`src/rtl/mask_encoder.sv`:
```
// mask_encoder: run-length encoder for per-pixel segment IDs.
// Runs become 40-bit records, sent LSB-first as 16-bit ioctl words.
module mask_encoder #(
  parameter logic [24:0] START_ADDRESS = 25'h17BB00,
  parameter int          WR_GAP        = 4,
  parameter int          FIFO_DEPTH    = 16
) (
  input  logic        clk,
  input  logic        reset,
  input  logic        pixel_valid,
  input  logic [9:0]  video_x,
  input  logic [9:0]  video_y,
  input  logic        pixel_on,
  input  logic [9:0]  pixel_id,
  input  logic        frame_end,
  output logic        ioctl_wr,
  output logic [24:0] ioctl_addr,
  output logic [15:0] ioctl_dout,
  output logic        busy,
  output logic        done,
  output logic        overflow
);

  localparam int AW = $clog2(FIFO_DEPTH);
  localparam int GW = $clog2(WR_GAP + 1);

  typedef logic [AW-1:0] ptr_t;
  typedef logic [AW:0]   cnt_t;
  typedef logic [GW-1:0] gap_t;

  localparam cnt_t DEPTH_C    = cnt_t'(FIFO_DEPTH);
  localparam gap_t GAP_RELOAD = gap_t'(WR_GAP - 1);

  typedef enum logic [2:0] {
    IDLE, LOAD, SHIFT, WAIT_GAP, FLUSH, DONE
  } state_t;

  logic        open;
  logic [9:0]  run_x, run_y, run_id, run_len;
  logic        ext, c0_v, c1_v, n_open;
  logic [9:0]  n_x, n_y, n_id, n_len;
  logic        rec0_v, rec1_v, fe_d;
  logic [39:0] rec0, rec1;

  always_comb begin
    ext = pixel_valid && open && pixel_on
       && (pixel_id == run_id)
       && (video_y == run_y)
       && (video_x == run_x + run_len)
       && (run_len != 10'd1023);
    n_open = open;
    n_x    = run_x;
    n_y    = run_y;
    n_id   = run_id;
    n_len  = run_len;
    c0_v   = 1'b0;
    if (pixel_valid) begin
      if (ext) begin
        n_len = run_len + 10'd1;
      end else begin
        c0_v   = open;
        n_open = pixel_on;
        if (pixel_on) begin
          n_x   = video_x;
          n_y   = video_y;
          n_id  = pixel_id;
          n_len = 10'd1;
        end
      end
    end
    // frame_end closes whatever run the current pixel left open
    c1_v = frame_end && n_open;
    if (frame_end) n_open = 1'b0;
  end

  always_ff @(posedge clk) begin
    if (reset) begin
      open    <= 1'b0;
      run_x   <= '0;
      run_y   <= '0;
      run_id  <= '0;
      run_len <= '0;
      rec0_v  <= 1'b0;
      rec1_v  <= 1'b0;
      rec0    <= '0;
      rec1    <= '0;
      fe_d    <= 1'b0;
    end else begin
      open    <= n_open;
      run_x   <= n_x;
      run_y   <= n_y;
      run_id  <= n_id;
      run_len <= n_len;
      rec0_v  <= c0_v;
      rec0    <= {run_len, run_y, run_x, run_id};
      rec1_v  <= c1_v;
      rec1    <= {n_len, n_y, n_x, n_id};
      fe_d    <= frame_end;
    end
  end

  logic [39:0] mem [FIFO_DEPTH];
  ptr_t        wptr, rptr;
  cnt_t        cnt, used1;
  logic        w0, w1, drop, do_pop;

  always_comb begin
    w0    = rec0_v && (cnt != DEPTH_C);
    used1 = cnt + cnt_t'(w0);
    w1    = rec1_v && (used1 != DEPTH_C);
    drop  = (rec0_v && !w0) || (rec1_v && !w1);
  end

  always_ff @(posedge clk) begin
    if (w0) mem[wptr] <= rec0;
    if (w1) mem[wptr + ptr_t'(w0)] <= rec1;
  end

  always_ff @(posedge clk) begin
    if (reset) begin
      wptr     <= '0;
      rptr     <= '0;
      cnt      <= '0;
      overflow <= 1'b0;
    end else begin
      wptr <= wptr + ptr_t'(w0) + ptr_t'(w1);
      rptr <= rptr + ptr_t'(do_pop);
      cnt  <= used1 + cnt_t'(w1) - cnt_t'(do_pop);
      if (drop) overflow <= 1'b1;
    end
  end

  state_t      state, state_n, after;
  logic [39:0] shreg;
  logic [2:0]  bcnt;
  logic [15:0] word;
  logic        half, armed;
  gap_t        gap;
  logic [24:0] wr_addr;
  logic        do_shift, do_wr, do_done;

  always_ff @(posedge clk) begin
    if (reset) state <= IDLE;
    else       state <= state_n;
  end

  always_comb begin
    state_n  = state;
    do_pop   = 1'b0;
    do_shift = 1'b0;
    do_wr    = 1'b0;
    do_done  = 1'b0;
    after    = (cnt != '0) ? LOAD : (armed ? FLUSH : IDLE);
    unique case (state)
      IDLE: state_n = after;
      LOAD: begin
        do_pop  = 1'b1;
        state_n = SHIFT;
      end
      SHIFT: begin
        do_shift = 1'b1;
        if (half)              state_n = WAIT_GAP;
        else if (bcnt == 3'd1) state_n = after;
      end
      WAIT_GAP: begin
        if (gap == '0) begin
          do_wr   = 1'b1;
          state_n = (bcnt != 3'd0) ? SHIFT : after;
        end
      end
      FLUSH: begin
        if (!half) begin
          state_n = DONE;
        end else if (gap == '0) begin
          do_wr   = 1'b1;
          state_n = DONE;
        end
      end
      DONE: begin
        do_done = 1'b1;
        state_n = IDLE;
      end
      default: state_n = IDLE;
    endcase
  end

  always_ff @(posedge clk) begin
    if (reset) begin
      shreg      <= '0;
      bcnt       <= '0;
      word       <= '0;
      half       <= 1'b0;
      gap        <= '0;
      armed      <= 1'b0;
      busy       <= 1'b0;
      done       <= 1'b0;
      ioctl_wr   <= 1'b0;
      ioctl_dout <= '0;
      ioctl_addr <= START_ADDRESS;
      wr_addr    <= START_ADDRESS;
    end else begin
      ioctl_wr <= do_wr;
      done     <= do_done;
      if (do_wr)           gap <= GAP_RELOAD;
      else if (gap != '0)  gap <= gap - gap_t'(1);
      if (do_pop) begin
        shreg <= mem[rptr];
        bcnt  <= 3'd5;
      end
      if (do_shift) begin
        shreg <= shreg >> 8;
        bcnt  <= bcnt - 3'd1;
        if (half) word[15:8] <= shreg[7:0];
        else      word[7:0]  <= shreg[7:0];
        half <= !half;
      end
      if (do_wr) begin
        // a lone low byte only reaches the bus on flush, padded with zero
        ioctl_dout <= half ? {8'h00, word[7:0]} : word;
        ioctl_addr <= wr_addr;
        wr_addr    <= wr_addr + 25'd2;
        half       <= 1'b0;
      end
      if (fe_d)         armed <= 1'b1;
      else if (do_done) armed <= 1'b0;
      if (pixel_valid)  busy <= 1'b1;
      else if (do_done) busy <= 1'b0;
      if (do_done) begin
        wr_addr    <= START_ADDRESS;
        ioctl_addr <= START_ADDRESS;
      end
    end
  end

endmodule

```
`config.mk`:
```
export PLATFORM = sky130hd
export DESIGN_NAME = mask_encoder
export DESIGN_NICKNAME = d
export VERILOG_FILES = /design/src/rtl/mask_encoder.sv
export SDC_FILE = /design/constraint.sdc
export NUM_CORES = 1
export LEC_CHECK = 0
export BUFFER_PORTS_ARGS = -buffer_cell sky130_fd_sc_hd__buf_4
export CAP_MARGIN = 20
export CORE_MARGIN = 5
export CORE_UTILIZATION = 50
export DETAILED_ROUTE_END_ITERATION = 8
export PLACE_DENSITY_LB_ADDON = 0.12
export SLEW_MARGIN = 20
export SYNTH_ARGS = -nofsm -noshare
export SYNTH_HDL_FRONTEND = slang
export SYNTH_SLANG_ARGS = --single-unit
```
`constraint.sdc`:
```
create_clock -name clk -period 6.5 [get_ports clk]
set_input_delay 1.3 -clock clk [delete_from_list [all_inputs] [get_ports clk]]
set_output_delay 1.3 -clock clk [all_outputs]
set_load 0.005 [all_outputs]
```
==> tab_implementation.tex <==
\begin{tabular}{lr}
\hline
Metric & Value \\
\hline
\multicolumn{2}{l}{\textbf{Setup path}} \\
\quad Worst path slowest cell & nor2\_4 \\
\quad Cell family contributing the most delay on the critical path & simple AND/OR/NAND/NOR gates \\
\quad Maximum single-stage delay on the critical path & 870 ps \\
\quad Critical path peak fanout & 16 \\
\quad Data required time at the worst endpoint & 6890 ps \\
\quad Endpoint arrival time on the critical path & 5550 ps \\
\quad CP Launch Type & flop \\
\quad Nature of the critical path endpoint & flop \\
\quad Crit path cell chain & nor4\_1 -> nand2\_1 -> nand2\_1 -> inv\_1 -> ha\_1 -> ha\_1 -> xnor2\_1 -> ha\_1 -> nor4b\_1 -> nor2b\_1 -> nand3b\_1 -> nor2\_4 -> buf\_4 -> mux2\_2 \\
\quad Crit path kind & reg2reg \\
\quad Crit path top cell by count & ha\_1 \\
\quad Combined buffer and inverter count along the critical path & 2 \\
\multicolumn{2}{l}{\textbf{Status}} \\
\quad Status & complete, no violations \\
\multicolumn{2}{l}{\textbf{Power}} \\
\quad Power density normalized to cell area & 299.1 mW/mm2 \\
\quad Maximum resistive drop on vdd & 263.5 uV \\
\quad Power share of the combinational group & 15.4\% \\
\quad Switching power as a share of total power & 25.79\% \\
\quad Leak Pwr & 16.04 nW \\
\quad Share of total power in the clock network & 39.5\% \\
\quad NetSw & 3.621 mW \\
\quad Sequential share of power & 45.1\% \\
\quad Pint & 10.42 mW \\
\multicolumn{2}{l}{\textbf{Placed design}} \\
\quad Final RePlAce weighted congestion & 0.8370 \\
\quad Instance count after placement with tap cells included & 3778 \\
\quad Detailed placement HPWL & 68.11 mm \\
\quad Port Buf Inserts & 78 \\
\multicolumn{2}{l}{\textbf{Clocking}} \\
\quad Post-CTS setup buffer count & 0 \\
\quad Clock tree from TritonCTS & yes \\
\quad Number of resized instances in the post-cts repair step & 0 \\
\quad Clock-pin slew on the worst setup and hold paths & 60 ps \\
\quad \# hold bufs at CTS & 0 \\
\quad Total clock sinks & 872 \\
\quad Max H-tree Level & 3 \\
\quad Number of buffers created by CTS & 96 \\
\quad Clk root buf & clkbuf\_16 \\
\quad Skew-Pair Late Insertion Delay & 660 ps \\
\quad Bufs on Longest Clock Path & 3 \\
\multicolumn{2}{l}{\textbf{Timing}} \\
\quad Fin crit share & 79.31\% \\
\quad Unrepaired setup endpoints after global routing & false \\
\quad Least-Margin Pin Slew & 1128 ps \\
\quad Final-report hold violation count & 0 \\
\quad Number of pins exceeding their max-slew limit in the final report & 0 \\
\quad Clock skew after layout & 25.80 ps \\
\quad Minimum period implied by the final worst setup slack & 5155 ps \\
\quad Count of endpoints failing setup in the final report & 0 \\
\quad Achievable frequency & 194.0 MHz \\
\quad Final worst hold slack & 449.4 ps \\
\quad Setup TNS & 0 ps \\
\quad Worst rel slew slack & 24.50\% \\
\multicolumn{2}{l}{\textbf{GRT}} \\
\quad Overall global routing resource usage & 26.41\% \\
\quad Number of antenna violations at the first check in global routing & 1 \\
\quad Global-route met1 utilization & 37.02\% \\
\quad Overflow left after global routing & 0 \\
\quad Maximum number of pins on one net before global-route repair & 129 \\
\quad Wire length of the first global-routing pass & 175.7 mm \\
\quad Global routing usage on met2 & 42.93\% \\
\quad Busiest layer in global routing & met2 \\
\quad Global-route track usage on met3 & 4.280\% \\
\quad Number of global-route vias before repair & 25.57k \\
\multicolumn{2}{l}{\textbf{Yosys}} \\
\quad Number of enable flip-flop cells after synthesis & 640 \\
\quad Mean Syn Cell Area & 14.77 um2 \\
\quad Post-synthesis net count & 2904 \\
\quad Cell types with the largest area share after synthesis & edfxtp\_1 (46\%), mux2\_2 (17\%), dfxtp\_1 (11\%), mux4\_2 (11\%), nand2\_1 (1.9\%) \\
\quad Commonest register cell after synthesis & edfxtp\_1 \\
\quad Synthesis warning total & 0 \\
\quad Post-synthesis async set-or-reset flop share & 0\% \\
\quad Area fraction of the dominant cell type after synthesis & 45.86\% \\
\quad Synth Register Bits & 872 \\
\quad Most instantiated cells after synthesis & edfxtp\_1 (640), mux2\_2 (640), dfxtp\_1 (232) \\
\quad Share of synthesized area occupied by flip-flops and latches & 56.94\% \\
\quad Post-synthesis cell count & 2837 \\
\quad Number of library cell types mapped by synthesis & 61 \\
\quad Mapped Area & 0.04191 mm2 \\
\quad Top cell type by total area after synthesis & edfxtp\_1 \\
\multicolumn{2}{l}{\textbf{Die}} \\
\quad Initial core utilization & 50.23\% \\
\quad Number of primary I/O pins & 80 \\
\quad Die H & 299.5 um \\
\quad Placeable core region & 0.08342 mm2 \\
\quad Site Rows & 106 \\
\quad Die area & 0.08970 mm2 \\
\quad Die Span X & 299.5 um \\
\multicolumn{2}{l}{\textbf{Detailed routing}} \\
\quad Number of vias after detailed routing & 25.10k \\
\quad Final WL & 119.1 mm \\
\quad Iteration count of the initial detailed-routing pass & 5 \\
\quad DRC violation count after routing & 0 \\
\quad Final ANT Viol Nets & 0 \\
\quad DRC marker count from the first detailed-route iteration & 2528 \\
\quad Vias per std cell & 6.342 \\
\quad Post-detailed-route wirelength per cell & 30.09 um \\
\multicolumn{2}{l}{\textbf{Final layout}} \\
\quad Non-filler cells, final & 3957 \\
\quad Final net count & 2863 \\
\quad Share of layout cells above drive strength 1 & 41.85\% \\
\quad Antenna cells & 0 \\
\quad Layout area overhead & 12.00\% \\
\multicolumn{2}{l}{\textbf{Flow run}} \\
\quad Number of violations of the max-capacitance limit & 0 \\
\multicolumn{2}{l}{\textbf{Hold path}} \\
\quad Min-Delay Path Class & reg2reg \\
\hline
\end{tabular}
## cell families (layout without fill, tap and decap cells)
family,count (synthesis),in the layout,synth area share [%]
AND/OR/NAND/NOR,485,485,5.515
multiplexers,874,874,29.12
other,1,1,0.008949
adder cells (fa/ha/maj),32,32,0.9913
XOR/XNOR,67,67,1.400
flip-flops,872,872,56.94
AO/OA/AOI/OAI,206,206,3.064
buffers and inverters,300,340,2.959
## power by group through the flow
stage	registers [mW]	clock network (mW)	logic (mW)
finish	6.33	5.54	2.17
global route	6.34	5.85	2.34
CTS	6.32	5.62	2.19
detailed placement	6.44	0	2.18
global placement	6.43	0	2.15
floorplan	6.27	0	1.67
## registers in the layout, summed over array words and instances (netlist names), 4 cells and up
name and count:
wr_addr 24, shreg 40, run_id 9, ioctl_dout 16, cnt 5, word 16, run_y 9, rptr 4
run_x 9, run_len 10, rec0 40, mem 640, wptr 4, ioctl_addr 24
## routing by layer
layer,wire length (um),vias up
li1,-,10750
met1,50350,13080
met2,56790,1047
met3,8192,221
met4,3733,2
met5,12,-
## final timing paths
| path | slack (ps) | startpoint | to | depth (start not counted) |
|---|---|---|---|---|
| max | 1350 | cnt[2] | mem[6][23] | 14 |
| min | 450 | fe_d | armed | 1 |
| max reg2reg | 1350 | cnt[2] | mem[6][23] | 14 |
| min reg2reg | 450 | fe_d | armed | 1 |
## layout by cell type, fill, tap and decap left out, types with 13 or more instances in the layout
master,count
mux2_2,640
edfxtp_1,640
dfxtp_1,228
nand2_1,214
mux4_2,200
buf_4,127
clkbuf_16,103
a21oi_1,99
nor2b_1,79
nor2_1,56
xor2_1,46
nand3_1,35
a22oi_1,33
mux2_4,30
ha_1,30
xnor2_1,21
clkbuf_1,20
inv_1,19
clkinv_2,17
clkbuf_8,15
nor4_1,13
o21ai_0,13
## stage by stage
| stage | setup slack [ps] | power, mW | cell area (um2) | utilization [%] |
|---|---|---|---|---|
| final | 1345 | 14.04 | 46940 | 56.26 |
| after global routing | 1055 | 14.54 | 46940 | 56.26 |
| after CTS | 1406 | 14.14 | 46940 | 56.26 |
| after detailed placement | 1462 | 8.622 | 43710 | 52.39 |
| after global placement | 1477 | 8.583 | 43640 | 52.32 |
| after floorplan | 1763 | 7.943 | 41910 | - |
## area by class of cell
| class | instances | area, um2 |
|---|---|---|
| Sequential cell | 872 | 23880 |
| Multi-Input combinational cell | 1665 | 17180 |
| Inverter | 21 | 78.83 |
| Clock buffer | 140 | 2874 |
| Fill cell | 6643 | 36490 |
| Clock inverter | 39 | 352.8 |
| Timing Repair Buffer | 140 | 1220 |
| Tap cell | 1080 | 1351 |
(Power assumes the default switching activity.)
